==> src/rtl/tdc_pkg.sv <==
// Shared definitions for the multi-channel TDC report path.
//  - Record tag layout: tag[7] = lost flag, tag[6:0] = channel id.
//  - Report FSM state encoding.
//  - Default measurement width.
package tdc_pkg;

  localparam int TAG_W      = 8;
  localparam int LOST_BIT   = 7;
  localparam int CHID_W     = 7;
  localparam int DEF_MEAS_W = 40;

  typedef enum logic [1:0] {
    IDLE  = 2'd0,
    ISSUE = 2'd1,
    SEND  = 2'd2,
    WAIT  = 2'd3
  } fsm_t;

  // Build the 8-bit record tag from the lost flag and the channel id.
  function automatic logic [TAG_W-1:0] make_tag(input logic lost,
                                                input logic [CHID_W-1:0] ch_id);
    logic [TAG_W-1:0] tag;
    tag           = {1'b0, ch_id};
    tag[LOST_BIT] = lost;
    return tag;
  endfunction

endpackage

==> src/rtl/tdc_chan_fifo.sv <==
// Per-channel measurement FIFO with overflow policy.
//  clk, rst : clock, asynchronous active-high reset (pointers only)
//  push     : write din this cycle
//  pop      : remove head this cycle (ignored when empty)
//  din      : measurement to store
//  dout     : current head (valid when !empty)
//  empty    : no entries stored
//  full     : DEPTH entries stored
//  ovf      : push into a full FIFO without a same-cycle pop (a sample is lost)
// Pointers carry one extra wrap bit so full and empty are distinguishable.
module tdc_chan_fifo
  import tdc_pkg::*;
#(
  parameter int DEPTH       = 4,
  parameter int MEAS_W      = DEF_MEAS_W,
  parameter bit DROP_OLDEST = 1'b1
) (
  input  logic              clk,
  input  logic              rst,
  input  logic              push,
  input  logic              pop,
  input  logic [MEAS_W-1:0] din,
  output logic [MEAS_W-1:0] dout,
  output logic              empty,
  output logic              full,
  output logic              ovf
);

  localparam int AW = $clog2(DEPTH);
  localparam int PW = AW + 1;
  localparam logic [PW-1:0] PTR_ONE = {{(PW-1){1'b0}}, 1'b1};

  logic [MEAS_W-1:0] mem [DEPTH];
  logic [PW-1:0]     wr_ptr;
  logic [PW-1:0]     rd_ptr;
  logic              do_pop;
  logic              do_write;
  logic              adv_rd;

  assign empty = (wr_ptr == rd_ptr);
  assign full  = (wr_ptr[AW] != rd_ptr[AW]) && (wr_ptr[AW-1:0] == rd_ptr[AW-1:0]);
  assign ovf   = push && full && !pop;

  assign do_pop   = pop && !empty;
  // On a full FIFO the write slot is the head slot, so evicting the oldest
  // entry is simply "write, then advance both pointers".
  assign do_write = push && (!full || do_pop || DROP_OLDEST);
  assign adv_rd   = do_pop || (ovf && DROP_OLDEST);
  assign dout     = mem[rd_ptr[AW-1:0]];

  // Storage array write port.
  always_ff @(posedge clk) begin
    if (do_write) begin
      mem[wr_ptr[AW-1:0]] <= din;
    end
  end

  // Read and write pointer update.
  always_ff @(posedge clk or posedge rst) begin
    if (rst) begin
      wr_ptr <= '0;
      rd_ptr <= '0;
    end else begin
      if (do_write) begin
        wr_ptr <= wr_ptr + PTR_ONE;
      end
      if (adv_rd) begin
        rd_ptr <= rd_ptr + PTR_ONE;
      end
    end
  end

endmodule

==> src/rtl/tdc_multi_report.sv <==
// Multi-channel TDC measurement buffer, round-robin arbiter and rate limiter.
//  clk, rst   : system clock, asynchronous active-high reset
//  ch_meas    : channel i measurement at [i*MEAS_W +: MEAS_W]
//  ch_valid   : per-channel 1-cycle measurement strobe
//  tx_busy    : UART sender busy
//  tx_start   : 1-cycle start pulse to UART sender
//  tx_data    : {tag, meas}; tag = {lost, ch_id[6:0]}
//  ch_pending : per-channel FIFO non-empty
//  drop_count : total samples lost to overflow, saturating
module tdc_multi_report
  import tdc_pkg::*;
#(
  parameter int NUM_CH      = 4,
  parameter int MEAS_W      = DEF_MEAS_W,
  parameter int DEPTH       = 4,
  parameter int CLKS_PER_TX = 5_000_000,
  parameter int RATE_W      = 24,
  parameter bit DROP_OLDEST = 1'b1
) (
  input  logic                     clk,
  input  logic                     rst,
  input  logic [NUM_CH*MEAS_W-1:0] ch_meas,
  input  logic [NUM_CH-1:0]        ch_valid,
  input  logic                     tx_busy,
  output logic                     tx_start,
  output logic [MEAS_W+TAG_W-1:0]  tx_data,
  output logic [NUM_CH-1:0]        ch_pending,
  output logic [15:0]              drop_count
);

  localparam int IDX_W = (NUM_CH > 1) ? $clog2(NUM_CH) : 1;
  localparam logic [RATE_W-1:0] RATE_MAX = RATE_W'(CLKS_PER_TX);
  localparam logic [RATE_W-1:0] RATE_ONE = {{(RATE_W-1){1'b0}}, 1'b1};
  localparam logic [IDX_W-1:0]  RR_INIT  = IDX_W'(NUM_CH - 1);

  logic [MEAS_W-1:0] fifo_dout [NUM_CH];
  logic [NUM_CH-1:0] empty;
  logic [NUM_CH-1:0] full;
  logic [NUM_CH-1:0] ovf;
  logic [NUM_CH-1:0] drop_evt;
  logic [NUM_CH-1:0] pop;
  logic [NUM_CH-1:0] lost;
  logic [IDX_W-1:0]  rr;
  logic [IDX_W-1:0]  sel;
  logic              found;
  logic [CHID_W-1:0] ch_id;
  logic [RATE_W-1:0] rate_cnt;
  logic              can_tx;
  logic              issue;
  logic [16:0]       drop_add;
  logic [16:0]       drop_sum;
  fsm_t              state;
  fsm_t              state_next;

  for (genvar g = 0; g < NUM_CH; g++) begin : g_fifo
    tdc_chan_fifo #(
      .DEPTH      (DEPTH),
      .MEAS_W     (MEAS_W),
      .DROP_OLDEST(DROP_OLDEST)
    ) u_fifo (
      .clk  (clk),
      .rst  (rst),
      .push (ch_valid[g]),
      .pop  (pop[g]),
      .din  (ch_meas[g*MEAS_W +: MEAS_W]),
      .dout (fifo_dout[g]),
      .empty(empty[g]),
      .full (full[g]),
      .ovf  (ovf[g])
    );
  end

  assign ch_pending = ~empty;
  assign can_tx     = (rate_cnt >= RATE_MAX);
  assign issue      = (state == ISSUE);
  // Overflow can only originate from a full FIFO; qualifying with full keeps
  // the loss accounting tied to actual occupancy.
  assign drop_evt   = ovf & full;

  // Round-robin pick: first pending channel after the last one served.
  always_comb begin : sel_scan
    int idx;
    idx   = 0;
    sel   = rr;
    found = 1'b0;
    for (int k = 1; k <= NUM_CH; k++) begin
      idx = (int'(rr) + k) % NUM_CH;
      if (!found && !empty[IDX_W'(idx)]) begin
        found = 1'b1;
        sel   = IDX_W'(idx);
      end else begin
        found = found;
      end
    end
  end

  // Zero-extended channel id and one-hot pop of the selected FIFO.
  always_comb begin
    ch_id             = '0;
    ch_id[IDX_W-1:0]  = sel;
    pop               = '0;
    if (issue && found) begin
      pop[sel] = 1'b1;
    end else begin
      pop = '0;
    end
  end

  // Number of overflows this cycle added to the saturating drop counter.
  always_comb begin
    drop_add = 17'd0;
    for (int i = 0; i < NUM_CH; i++) begin
      drop_add = drop_add + {16'd0, drop_evt[i]};
    end
    drop_sum = {1'b0, drop_count} + drop_add;
  end

  // Report FSM next-state logic.
  always_comb begin
    state_next = state;
    case (state)
      IDLE: begin
        if ((|ch_pending) && can_tx && !tx_busy) begin
          state_next = ISSUE;
        end else begin
          state_next = IDLE;
        end
      end
      ISSUE: state_next = SEND;
      SEND:  state_next = WAIT;
      // Staying requires busy to be high; a sender that never raises busy by
      // the cycle after tx_start therefore releases the FSM two cycles later.
      WAIT: begin
        if (tx_busy) begin
          state_next = WAIT;
        end else begin
          state_next = IDLE;
        end
      end
      default: state_next = IDLE;
    endcase
  end

  // FSM state register.
  always_ff @(posedge clk or posedge rst) begin
    if (rst) begin
      state <= IDLE;
    end else begin
      state <= state_next;
    end
  end

  // Rate counter: saturates at CLKS_PER_TX, restarts on every issue.
  always_ff @(posedge clk or posedge rst) begin
    if (rst) begin
      rate_cnt <= RATE_MAX;
    end else if (issue) begin
      rate_cnt <= '0;
    end else if (rate_cnt < RATE_MAX) begin
      rate_cnt <= rate_cnt + RATE_ONE;
    end
  end

  // Arbiter pointer follows the channel served.
  always_ff @(posedge clk or posedge rst) begin
    if (rst) begin
      rr <= RR_INIT;
    end else if (issue && found) begin
      rr <= sel;
    end
  end

  // Lost flags: cleared when reported, a same-cycle overflow sets them again.
  always_ff @(posedge clk or posedge rst) begin
    if (rst) begin
      lost <= '0;
    end else begin
      lost <= drop_evt | (lost & ~pop);
    end
  end

  // Saturating drop counter.
  always_ff @(posedge clk or posedge rst) begin
    if (rst) begin
      drop_count <= 16'd0;
    end else if (drop_sum[16]) begin
      drop_count <= 16'hFFFF;
    end else begin
      drop_count <= drop_sum[15:0];
    end
  end

  // Registered record and start pulse; tx_data holds until the next issue.
  always_ff @(posedge clk or posedge rst) begin
    if (rst) begin
      tx_start <= 1'b0;
      tx_data  <= '0;
    end else begin
      tx_start <= issue;
      if (issue) begin
        tx_data <= {make_tag(lost[sel], ch_id), fifo_dout[sel]};
      end
    end
  end

endmodule

==> config.mk <==
export PLATFORM = sky130hd
export DESIGN_NAME = tdc_multi_report
export DESIGN_NICKNAME = d
export VERILOG_FILES = /design/src/rtl/tdc_pkg.sv /design/src/rtl/tdc_chan_fifo.sv /design/src/rtl/tdc_multi_report.sv
export SDC_FILE = /design/constraint.sdc
export NUM_CORES = 1
export LEC_CHECK = 0
export CAP_MARGIN = 40
export CORE_ASPECT_RATIO = 0.9
export CORE_MARGIN = 2
export CORE_UTILIZATION = 40
export DETAILED_ROUTE_END_ITERATION = 12
export GPL_ROUTABILITY_DRIVEN = 0
export HOLD_SLACK_MARGIN = 0.08
export PLACE_DENSITY_LB_ADDON = 0.3
export REMOVE_ABC_BUFFERS = 1
export SLEW_MARGIN = 20
export SYNTH_ARGS = -nofsm -noshare
export SYNTH_HDL_FRONTEND = slang
export SYNTH_SLANG_ARGS = --single-unit
==> constraint.sdc <==
create_clock -name clk -period 5.95 [get_ports clk]
set_input_delay 1.785 -clock clk [delete_from_list [all_inputs] [get_ports clk]]
set_output_delay 1.785 -clock clk [all_outputs]
set_load 0.05 [all_outputs]
==> summary.md <==
| Metric | Value |
|---|---|
| Run status | complete, no violations |
| Quantity of gates resized following cts | 0 |
| Antenna violations before repair | 13 |
| EDFF count, synth | 640 |
| # rows | 95 |
| Fin area | 36500 sq um |
| CTS Buffer Depth | 3 |
| Layout cells sized above 1 | 19.9% |
| WP data required | 6.47 ns |
| Slew Limit Fails | 0 |
| Initial DRC Count | 1279 |
| Reg2Reg Depth | 17 |
| Hold-critical path depth | 1 |
| CTS Buf Count | 78 |
| CP Capture Type | flip-flop |
| Global-route wire length before repair | 108 mm |
| Final hold slack | 0.487 ns |
| Total GRT Usage | 18.9% |
| R2R Path End | drop_count[7] |
| Reg2reg start | g_fifo[0].u_fifo.rd_ptr[0] |
| Post-DRT Antenna Nets | 0 |
| Count of TritonRoute iterations in the first routing pass | 8 |
| Dpl cells | 2772 |
| Met2 wire len | 36.1 mm |
| Hold Path Class | reg -> reg |
| Top cells by count, synth | edfxtp_1, mux4_2, dfrtp_1 |
| Post-DP HPWL | 48.9 mm |
| Vias per inst | 5.47 |
| Worst-Skew Late Latency | 0.62 ns |
| Delay-heaviest family, CP | simple AND/OR/NAND/NOR gates |
| Root Buffer | clkbuf_16 |
| FMAX | 0.193 GHz |
| Final worst-path cycle share | 87.0% |
| Port Buf Inserts | 230 |
| Wire length on met1 | 30.0 mm |
| Top-area cell type share of the netlist area | 63.4% |
| Total Neg Setup Slack | 0 ns |
| WP buf/inv | 2 |
| Layout Nets | 2077 |
| Setup WS pre-CTS | 0.202 ns |
| Final hold violations | 0 |
| Die ar. | 78000 sq um |
| RSZ-0062 raised after global routing | no |
| Post-synth cell types | 72 |
| Leak | 12.5 nW |
| Largest cells by area after synthesis | edfxtp_1, mux4_2, dfrtp_1 |
| Initial Utilization | 40.5% |
| CP Max Fanout | 13 |
| # H-tree levels | 3 |
| CP max stage cell | clkdlybuf4s50_1 |
| Total gr overflow | 0 |
| Sequential Area | 22100 sq um |
| Mapped Cells | 1603 |
| CTS tree | built |
| Syn Area/Cell | 18.9 sq um |
| Async SR Flop Fraction | 15.3% |
| DR WL/cell | 25.1 microns |
| Fillers | 6154 |
| Die X | 294 microns |
| Non-filler cells, final | 2920 |
| Crit path time final | 5.18 ns |
| PnR Total Power | 18.5 mW |
| Startpoint types | primary input |
| Worst Setup SP | ch_valid[0] |
| Worst endpoint data arrival time | 5.70 ns |
| Final wirelength | 73.2 mm |
| Crit path depth | 14 |
| Highest metal layer with signal wires | met5 |
| Setup bufs post-CTS | 0 |
| Final worst setup slack | 0.771 ns |
| Yosys Warn Count | 0 |
| Hold buffers post-CTS | 0 |
| Largest net degree at the start of global routing | 101 |
| Final setup violation count | 0 |
| Sequential share of the synthesized area | 73.0% |
| Count leader, synth | edfxtp_1 |
| # IOs | 236 |
| Yosys reg bits | 756 |
| Slew at the pin with the worst max-slew slack | 0.786 ns |
| Syn Std Cell Area | 30300 sq um |
| Detailed-route DRC error count | 0 |
| Placed instance area | 34100 sq um |
| Clock skew | 0.0276 ns |
| WL met3 | 5.73 mm |
| P per Cell Area | 507 nW/um^2 |
| Crit Path Class | in -> reg |
| Synth Flop Type | edfxtp_1 |
| CTS Sinks | 756 |
| Core Area | 74900 sq um |
| Max-cap check violation count | 0 |
| Peak supply drop | 0.000367 V |
| Crit path largest cell delay | 0.60 ns |
| Area leader, netlist | edfxtp_1 |
| Die height | 265 microns |
| Final Util | 48.8% |
| Reg-to-reg setup timing slack | 0.78 ns |
| Vias in the first global route | 16.6k |
| Critical Path End | drop_count[7] |
| Multi-input gate area | 7630 sq um |
| Via Count | 16.0k |
| Slew HR | 47.6% |
| Clock slew at reported path FFs | 0.06 ns |
| Layout area overhead | 20.6% |
| Crit-path cells | clkdlybuf4s50_1 -> nand3_1 -> nor2_1 -> nand2_1 -> fa_1 -> fa_1 -> inv_1 -> fa_1 -> and3_1 -> nand3_1 -> nor3_1 -> nand3_1 -> or2_2 -> o21ai_0 |
worst min path at each step:
stage | slack, ns | startpoint | end
finish | 0.49 | lost[0] | lost[0]
global route | 0.51 | lost[1] | lost[1]
CTS | 0.49 | g_fifo[0].u_fifo.wr_ptr[2] | g_fifo[0].u_fifo.wr_ptr[2]
detailed placement | 0.48 | g_fifo[0].u_fifo.wr_ptr[2] | g_fifo[0].u_fifo.wr_ptr[2]
global placement | 0.47 | state[0] | state[0]
floorplan | 0.46 | state[0] | state[0]
kinds of logic after synthesis:
family	Yosys count	synth area share, %
flops	756	73.0
simple gates	280	4.87
mux	203	13.3
compound gates	185	4.60
buf+inv	118	1.98
xor+xnor	34	1.08
fa+ha+maj	26	1.15
other cells	1	0.0124
layout by cell type (no fill, tap or decap), types with 5 or more instances in the layout:
| cell type | Yosys | routed |
|---|---|---|
| a211oi_1 | 66 | 66 |
| a211oi_2 | 7 | 7 |
| a21oi_1 | 30 | 30 |
| and2_1 | 23 | 7 |
| and2_2 | 0 | 16 |
| and3_1 | 43 | 43 |
| buf_12 | 4 | 8 |
| buf_16 | 0 | 9 |
| buf_4 | 11 | 34 |
| clkbuf_1 | 54 | 15 |
| clkbuf_16 | 0 | 81 |
| clkdlybuf4s50_1 | 0 | 230 |
| clkinv_1 | 0 | 16 |
| clkinv_2 | 0 | 16 |
| conb_1 | 1 | 5 |
| dfrtp_1 | 106 | 98 |
| dfrtp_2 | 0 | 8 |
| dfstp_2 | 10 | 10 |
| diode_2 | 0 | 5 |
| edfxtp_1 | 640 | 640 |
| ha_1 | 23 | 23 |
| inv_1 | 29 | 28 |
| mux2i_1 | 42 | 42 |
| mux4_2 | 160 | 160 |
| nand2_1 | 47 | 47 |
| nand3_1 | 29 | 29 |
| nand4_1 | 13 | 13 |
| nor2_1 | 66 | 66 |
| nor2b_1 | 5 | 5 |
| nor3_1 | 11 | 11 |
| nor4_1 | 7 | 7 |
| o21a_1 | 11 | 11 |
| o21ai_0 | 30 | 30 |
| or3_1 | 19 | 19 |
| xnor2_1 | 14 | 14 |
| xor2_1 | 16 | 16 |
final cells by class:
cell class,count,area share [%]
Clock inverter,43,0.931
Tap cell,970,3.32
Inverter,33,0.353
Multi-Input combinational cell,733,20.9
Antenna cell,5,0.0342
Sequential cell,756,60.6
Clock buffer,98,5.78
Timing Repair Buffer,282,8.13
metal layers:
metal	GRT usage (%)	vias to the layer above
li1	-	7044
met1	24.9	8352
met2	31.1	464
met3	5.65	106
met4	4.25	16
met5	0	-
power breakdown:
group          switching (mW)  internal (mW)  leakage, nW
registers               0.487           6.97         7.21
clock network            1.99           2.69         1.20
logic                    3.92           2.48         4.06
state kept, by name (all words and copies together) (netlist names):
name	flops
g_fifo.u_fifo.rd_ptr	12
tx_start	1
state	2
g_fifo.u_fifo.wr_ptr	12
lost	4
drop_count	16
rr	2
g_fifo.u_fifo.mem	640
tx_data	43
rate_cnt	24
No activity file was read; power rests on OpenSTA's default activity.
